File: config.mk
export PLATFORM = sky130hd
export DESIGN_NAME = dsp_mac_sequencer
export DESIGN_NICKNAME = d
export VERILOG_FILES = /design/src/rtl/dsp_mac_sequencer.sv
export SDC_FILE = /design/constraint.sdc
export NUM_CORES = 1
export LEC_CHECK = 0
export CELL_PAD_IN_SITES_DETAIL_PLACEMENT = 1
export CELL_PAD_IN_SITES_GLOBAL_PLACEMENT = 1
export CORE_ASPECT_RATIO = 1.75
export CORE_UTILIZATION = 35
export CTS_CLUSTER_DIAMETER = 120
export CTS_CLUSTER_SIZE = 10
export DETAILED_ROUTE_END_ITERATION = 10
export HOLD_SLACK_MARGIN = 0.12
export PLACE_DENSITY = 0.84
export SYNTH_ARGS = -nofsm -noshare
export SYNTH_HDL_FRONTEND = slang
export SYNTH_SLANG_ARGS = --single-unit
File: constraint.sdc
create_clock -name clk -period 6.8 [get_ports clk]
set_clock_uncertainty 0.05 [all_clocks]
set_input_delay 0.68 -clock clk [delete_from_list [all_inputs] [get_ports clk]]
set_output_delay 0.68 -clock clk [all_outputs]
set_load 0.1 [all_outputs]
File: src/rtl/dsp_mac_sequencer.sv
// dsp_mac_sequencer
// Drives one DSP48A1 slice (A1REG=B1REG=MREG=PREG=OPMODEREG=1) as a signed
// multiply-accumulate engine and computes the dot product of LEN operand
// pairs streamed over a valid/ready handshake.
//
// Slice pipeline, counted from the edge that loads dsp_a/dsp_b:
//   +1 A1/B1 capture, +2 M and OPMODE capture, +3 P update.
// Each transfer pushes a tag into a LAT-deep shift register. dsp_opmode is
// registered from tag stage 1, so the slice opmode register captures the
// matching opmode on the same edge that M captures the matching product.
// Bubbles carry a null tag and produce HOLD (X=0, Z=P), so input stalls
// never disturb the running sum.
module dsp_mac_sequencer #(
  parameter int LEN_W = 10,
  parameter int LAT   = 3
) (
  input  logic             clk,
  input  logic             rstn,
  // command
  input  logic             start,
  input  logic [LEN_W-1:0] len,
  input  logic             abort,
  output logic             busy,
  // operand stream
  input  logic             in_valid,
  output logic             in_ready,
  input  logic [17:0]      in_a,
  input  logic [17:0]      in_b,
  // DSP48A1 slice
  output logic [17:0]      dsp_a,
  output logic [17:0]      dsp_b,
  output logic [7:0]       dsp_opmode,
  output logic             dsp_ce,
  output logic             dsp_rst,
  input  logic [47:0]      dsp_p,
  // result
  output logic             res_valid,
  output logic [47:0]      res_data,
  input  logic             res_ready
);

  // Slice opmodes (carry-in and pre-adder unused)
  localparam logic [7:0] OPM_HOLD = 8'h08;  // X=0, Z=P
  localparam logic [7:0] OPM_LOAD = 8'h01;  // X=M, Z=0
  localparam logic [7:0] OPM_ACC  = 8'h09;  // X=M, Z=P

  localparam logic [LEN_W-1:0] LEN_ONE = LEN_W'(1);

  typedef enum logic [2:0] {
    S_IDLE,
    S_CLR,
    S_RUN,
    S_DRAIN,
    S_DONE
  } state_e;

  // Per-slot pipeline tag travelling alongside the operand through the slice
  typedef struct packed {
    logic issued;  // slot carries a real operand pair
    logic first;   // first pair of the vector: start a fresh sum
    logic last;    // last pair of the vector
  } tag_t;

  state_e           state_q, state_d;
  logic [LEN_W-1:0] len_q, len_d;
  logic [LEN_W-1:0] issued_q, issued_d;
  logic [17:0]      a_q, a_d;
  logic [17:0]      b_q, b_d;
  logic [7:0]       opmode_q, opmode_d;
  tag_t [LAT-1:0]   tag_q, tag_d;
  tag_t             new_tag;
  logic             last_exit_q, last_exit_d;
  logic [47:0]      res_q, res_d;

  logic             xfer;
  logic             is_last;

  // Handshake decode
  assign in_ready = (state_q == S_RUN) && (issued_q < len_q);
  assign xfer     = in_valid && in_ready;
  assign is_last  = ((issued_q + LEN_ONE) == len_q);

  // Registered outputs
  assign dsp_a      = a_q;
  assign dsp_b      = b_q;
  assign dsp_opmode = opmode_q;
  assign res_data   = res_q;

  // FSM state register
  always_ff @(posedge clk or negedge rstn) begin
    // NOTE: sequential state is always written with <= so every register
    // samples the pre-edge value of every other register.
    if (!rstn) begin
      state_q <= S_IDLE;
    end else begin
      state_q <= state_d;
    end
  end

  // FSM next state and state-decoded control outputs
  always_comb begin
    // NOTE: every signal written here gets a default first, so no path can
    // leave one unassigned and infer a latch.
    state_d   = state_q;
    busy      = (state_q != S_IDLE);
    dsp_ce    = 1'b0;
    dsp_rst   = 1'b0;
    res_valid = 1'b0;

    case (state_q)
      S_IDLE: begin
        if (start) begin
          state_d = (len == '0) ? S_DONE : S_CLR;
        end
      end
      S_CLR: begin
        // One-cycle clear of M, P and the opmode register
        dsp_ce  = 1'b1;
        dsp_rst = 1'b1;
        state_d = S_RUN;
      end
      S_RUN: begin
        dsp_ce = 1'b1;
        if (xfer && is_last) begin
          state_d = S_DRAIN;
        end
      end
      S_DRAIN: begin
        dsp_ce = 1'b1;
        if (last_exit_q) begin
          state_d = S_DONE;
        end
      end
      S_DONE: begin
        res_valid = 1'b1;
        if (res_ready) begin
          state_d = S_IDLE;
        end
      end
      default: begin
        state_d = S_IDLE;
      end
    endcase

    // Abort wins over start, transfers and result acceptance
    if (abort) begin
      state_d = S_IDLE;
    end
  end

  // Datapath next state: operand registers, tag pipeline, opmode, result
  always_comb begin
    len_d       = len_q;
    issued_d    = issued_q;
    a_d         = a_q;
    b_d         = b_q;
    last_exit_d = last_exit_q;
    res_d       = res_q;
    new_tag     = '0;

    // Operand capture; a cycle without transfer pushes a null tag
    if (xfer) begin
      new_tag.issued = 1'b1;
      new_tag.first  = (issued_q == '0);
      new_tag.last   = is_last;
      a_d            = in_a;
      b_d            = in_b;
      issued_d       = issued_q + LEN_ONE;
    end

    tag_d[0] = new_tag;
    for (int i = 1; i < LAT; i++) begin
      tag_d[i] = tag_q[i-1];
    end

    // Opmode follows tag stage 1 so it meets its product in the slice
    if (tag_q[0].issued && tag_q[0].first) begin
      opmode_d = OPM_LOAD;
    end else if (tag_q[0].issued) begin
      opmode_d = OPM_ACC;
    end else begin
      opmode_d = OPM_HOLD;
    end

    // Command capture; an empty vector yields a zero result directly
    if ((state_q == S_IDLE) && start) begin
      len_d       = len;
      issued_d    = '0;
      last_exit_d = 1'b0;
      if (len == '0) begin
        res_d = '0;
      end
    end

    // The final P is valid one edge after the last tag leaves stage LAT
    if (state_q == S_DRAIN) begin
      if (last_exit_q) begin
        res_d       = dsp_p;
        last_exit_d = 1'b0;
      end else if (tag_q[LAT-1].issued && tag_q[LAT-1].last) begin
        last_exit_d = 1'b1;
      end
    end

    // Abort flushes everything back to the reset picture
    if (abort) begin
      len_d       = '0;
      issued_d    = '0;
      a_d         = '0;
      b_d         = '0;
      opmode_d    = OPM_HOLD;
      tag_d       = '0;
      last_exit_d = 1'b0;
      res_d       = '0;
    end
  end

  // Datapath registers
  always_ff @(posedge clk or negedge rstn) begin
    // NOTE: the tag pipeline is a handful of flops, not a RAM, and is reset
    // so a reset in mid-vector can never leak a stale tag into a new run.
    if (!rstn) begin
      len_q       <= '0;
      issued_q    <= '0;
      a_q         <= '0;
      b_q         <= '0;
      opmode_q    <= OPM_HOLD;
      tag_q       <= '0;
      last_exit_q <= 1'b0;
      res_q       <= '0;
    end else begin
      len_q       <= len_d;
      issued_q    <= issued_d;
      a_q         <= a_d;
      b_q         <= b_d;
      opmode_q    <= opmode_d;
      tag_q       <= tag_d;
      last_exit_q <= last_exit_d;
      res_q       <= res_d;
    end
  end

endmodule

; ---- Word-level counts from Yosys, hierarchy flattened
; Index checks and enable logic that the tools add are counted.
[totals]
input_bits = 100
out_inout_bits = 97
mem_bits_rw = 0
mem_count = 0
latch_bits = 0
ff_bits = 124
rom_bits = 0
wordCells = 76
[classes]
n_lt_le_gt_ge = 1
div = 0
n_reduce_logical = 15
n_eq_ne = 9
shift = 0
mux = 34
bitwise = 0
n_addsub = 1
multipliers = 0
[ops]
columns = operator, n
row1 = 48-bit 2-to-1 mux, 5
row2 = 18-bit 2-to-1 mux, 4
row3 = 10-bit 2-to-1 mux, 5
row4 = 3-bit 2-to-1 mux, 7
row5 = 10-bit zero test, 2
row6 = 3-bit case mux with 5 select lines, 1
row7 = "10-bit by 1-bit adder with 10-bit output, second input constant", 1
row8 = 10-bit == test, 1
row9 = 10-bit less-than comparator, 1
row10 = 1-bit 2-to-1 mux, 9
row11 = 9-bit 2-to-1 mux, 1
row12 = "3-bit != test, second input constant", 3
row13 = 8-bit 2-to-1 mux, 1
row14 = "3-bit by 2-bit == test with 1-bit output, second input constant", 2
row15 = 1-bit logical AND, 6
row16 = 3-bit nonzero test, 2
row17 = 4-bit 2-to-1 mux, 1
row18 = 4-bit AND reduction, 1
row19 = 2-bit nonzero test, 2
row20 = "3-bit by 1-bit == test with 1-bit output, second input constant", 1
row21 = "3-bit == test, second input constant", 1
row22 = 3-bit zero test, 1
row23 = "3-bit by 2-bit != test with 1-bit output, second input constant", 1
row24 = 3-bit OR reduction, 1

; ---- Longest topological paths before layout
[depth]
word_depth = 7
depth_mapped = 11
mapped_depth_nobuf = 8

; ---- Worst setup path after synthesis
; No wires, ideal clock.
[synth_timing]
path_type = reg-to-output
from = register state_q[2]
to = output dsp_rst
required_time_ps = 6070
path_stages_with_launch = 3
path_slack_ps = 3284
n_path_buf = 1
arrival_ps = 2786
path_cell_list = dfrtp_1 clkbuf_1 nor3b_1
[synth_via]
elab_chain_len = 2
[synth_rtl]
columns = element, line_no
row1 = start: declaration, 64  ; state_e state_q, state_d;
row2 = start signal: assignment, 96  ; state_q <= state_d;
row3 = 3-bit by 1-bit == test with 1-bit output, 110  ; case (state_q)
row4 = 1-bit 2-to-1 mux, 110
row5 = end: declaration, 34  ; output logic dsp_rst,
; Every way passes these cells.

; ---- Final worst setup path
[layout_timing]
from = register issued_q[3]
to = output in_ready
[layout_via]
elab_chain_len = 2
[layout_rtl]
columns = element, line_no
row1 = start: declaration, 66  ; logic [LEN_W-1:0] issued_q, issued_d;
row2 = start signal: assignment, 233  ; issued_q <= issued_d;
row3 = 10-bit less-than comparator, 79  ; assign in_ready = (state_q == S_RUN) && (issued_q < len_q);
row4 = 1-bit logical AND, 79
row5 = end: declaration, 26  ; output logic in_ready,
; Every way passes these cells.

==> impl_metrics.yaml <==
sta:
  hold_violations: 0
  setup_violations: 0
  fmax_mhz: 254
  drv_slew: 0
  worstMarginPinSlew_ns: 1.30
  grt_setup_unrepaired: "false"
  setup_ws_ns: 2.87
  whs_ns: 0.267
  final.setup.tns_ns: 0
  slew_headroom_pct: 13.1
  fin_crit_ns: 3.93
  period_share_pct: 57.8
logic_synthesis:
  synth_edf_count: 0
  synth-adder-area-share_pct: 2.84
  netlist_instances: 562
  synth_mux_area_share_pct: 0.402
  synth_compound_area_share_pct: 14.9
  synth_xor_area_share_pct: 2.98
  ys_types: 51
  async_flop_share_pct: 100
  seq_area_frac_synth_pct: 54.8
  ys_warn_count: 0
  synth_top_family_by_area: "simple AND/OR/NAND/NOR gates"
  syn_area_um2: 5300
  synth-simple-area-share_pct: 19.0
  syn_avg_cell_area_um2: 9.42
  ys.flop_type: "dfrtp_1"
  ys_ff_latch: 116
clocking:
  cts-root-buf: "clkbuf_16"
  cts_hold_repair.buffers: 0
  cts_buffer_depth: 2
  clkTransAtPathRegs_ns: 0.06
  htree_num_levels: 4
  tritoncts: "done"
  post_cts_buffers: 0
  cts_resized: 0
  clock_sinks: 116
  cts_buffers: 17
  clock_latency_ns: 0.41
die:
  die_y_um: 165
  start_util_pct: 35.7
  io-pin-count: 197
  die_w_um: 95.0
  num_rows: 59
  coreArea_um2: 14800
  dieArea_um2: 15600
critical_path:
  startpoint_type: "flip-flop"
  crit_path_cell_trace: "ha_1 > and4_1 > o21ai_0 > a31oi_1 > buf_4 > nor2b_1 > clkdlybuf4s50_1"
  path_delay_family: "buffers and inverters"
  crit_slowest_cell: "clkdlybuf4s50_1"
  crit_buf_inv: 2
  cp_max_fo: 12
  cp.required_ns: 6.07
  endpoint_kind: "output pin"
  max_stage_delay_ns: 1.14
  critPathKind: "flip-flop to output pin"
  crit_arrival_ns: 3.20
grt:
  antenna_found_initial: 0
  grt_pass1_vias: 5428
  grt_overflow_total: 0
  grt_max_degree: 108
  grt_first_pass_wirelength_um: 27900
  grt_use_total_pct: 23.8
finish:
  synthToLayoutAreaGrowth_pct: 49.5
  drive_gt1_share_pct: 6.19
  nets: 842
  regArea_um2: 2900
  multi_input_area_um2: 2160
  nFillCells: 1646
  instances_no_fill: 926
  diodes: 0
pwr:
  power_mw: 2.10
  ir_worst_vdd_mv: 0.144
  p_per_area_nw_per_um2: 266
  p_leak_nw: 3.27
routing:
  vias: 4903
  drc: 0
  drt_iter0_markers: 279
  wire_per_inst_um: 19.5
  wl_um: 18000
  detail-route-antenna-nets: 0
  dr.pass1.iters: 5
  vias_per_cell: 5.29
status:
  status: "finished, final reports clean"
placed_design:
  dpl.cell_count: 894
  gp_congestion: 0.912
  port_buffers: 190
  hpwl_um: 12700
  dpl_worst_slack_ns: 3.24
job:
  drv_cap: 0
worst_hold_path:
  hold_path.class: "primary input to async pin"
==> cells by family after synthesis <==
kind of cell | Yosys count
buf+inv | 63
xor+xnor | 18
other cells | 1
mux | 2
flops | 116
compound gates | 123
simple gates | 227
fa+ha+maj | 12
==> metal layers <==
layer	wire length (um)	vias to the layer above	global-route usage, %	share of wire, %
met4	717	0	13.6	4.0
met5	0	-	0	0
met1	6140	2469	23.9	34
li1	-	2237	-	-
met2	10400	149	43.7	58
met3	734	48	5.48	4.1
==> cell type report <==
cell class / count / share of cell area [%]
multi-input combinational: 388 / 27.3
tap: 183 / 2.89
clock buffer: 21 / 5.94
clock inverter: 11 / 2.20
inverter: 13 / 0.617
timing repair buffer: 194 / 24.3
sequential: 116 / 36.7
==> sequential cells by signal (all words and copies together) (netlist names) <==
register / count
dsp_a: 18
dsp_b: 18
dsp_opmode: 2
issued_q: 10
last_exit_q: 1
len_q: 10
res_data: 48
state_q: 3
tag_q: 6
==> synth_stat cells, types with 3 or more instances <==
cell        n  area [um2]
dfrtp_1   115        2880
or4_1       4        30.0
inv_1      13        48.8
clkbuf_1   39         146
nor4_1      6        37.5
ha_1       12         150
buf_4       7        52.6
nand3_1     9        45.0
nor3_1      8        40.0
xnor2_1    13         114
nand2_1   102         383
nor2_1     66         248
and3_1      3        18.8
xor2_1      5        43.8
and2_1      4        25.0
a22oi_1    48         360
buf_1       3        11.3
a21oi_1    55         275
and4_1      3        26.3
nor2b_1     7        43.8
nor3b_1     3        22.5
==> worst paths after layout <==
path / start / endpoint / slack, ns / cells past startpoint
max: issued_q[3] / in_ready / 2.87 / 7
max reg2reg: issued_q[2] / state_q[2] / 3.85 / 6
min reg2reg: tag_q[1] / dsp_opmode[3] / 0.36 / 1
min: rstn / dsp_b[2] / 0.27 / 1
max in group asynchronous: rstn / dsp_a[11] / 5.09 / 2
min in group clk: tag_q[1] / dsp_opmode[3] / 0.36 / 1
==> stage by stage <==
step,util [%],instance area [um2]
5_1_grt,53.3,7910
2_1_floorplan,-,5310
6_report,53.3,7910
3_5_place_dp,49.0,7270
3_3_place_gp,49.0,7270
4_1_cts,53.3,7910
==> where the power goes <==
part | total (mW) | switching [mW] | internal [mW]
registers | 0.731 | 0.0198 | 0.711
logic | 0.394 | 0.273 | 0.122
clock network | 0.976 | 0.332 | 0.644
==> cells in the final DEF, fill, tap and decap left out, drive strengths merged, types with 2 or more instances in the layout <==
master and n:
clkdlybuf4s50 188, dfrtp 115, nand2 103, nor2 66
a21oi 56, a22oi 48, clkbuf 21, inv 14
xnor2 13, ha 12, nand3 9, nor3 8
nor2b 7, nor4 6, conb 6, buf 6
xor2 5, or4 4, bufinv 4, and2 4
and4 3, nor3b 3, and3 3, clkinvlp 3
clkinv 3, o21ai 2, a21o 2, o211ai 2
a31oi 2, nand4b 2, nand4 2, nand2b 2
or2 2
==> worst register-to-register path, delay by kind of cell, from the launching register on <==
family                    cells  cell delay [ns]
AOI/OAI and AO/OA             2             0.93
and+or+nand+nor               2             0.82
DFF                           1             0.56
muxes                         1             0.32
xor gates and xnor gates      1             0.14
No activity file was read; power rests on OpenSTA's default activity.
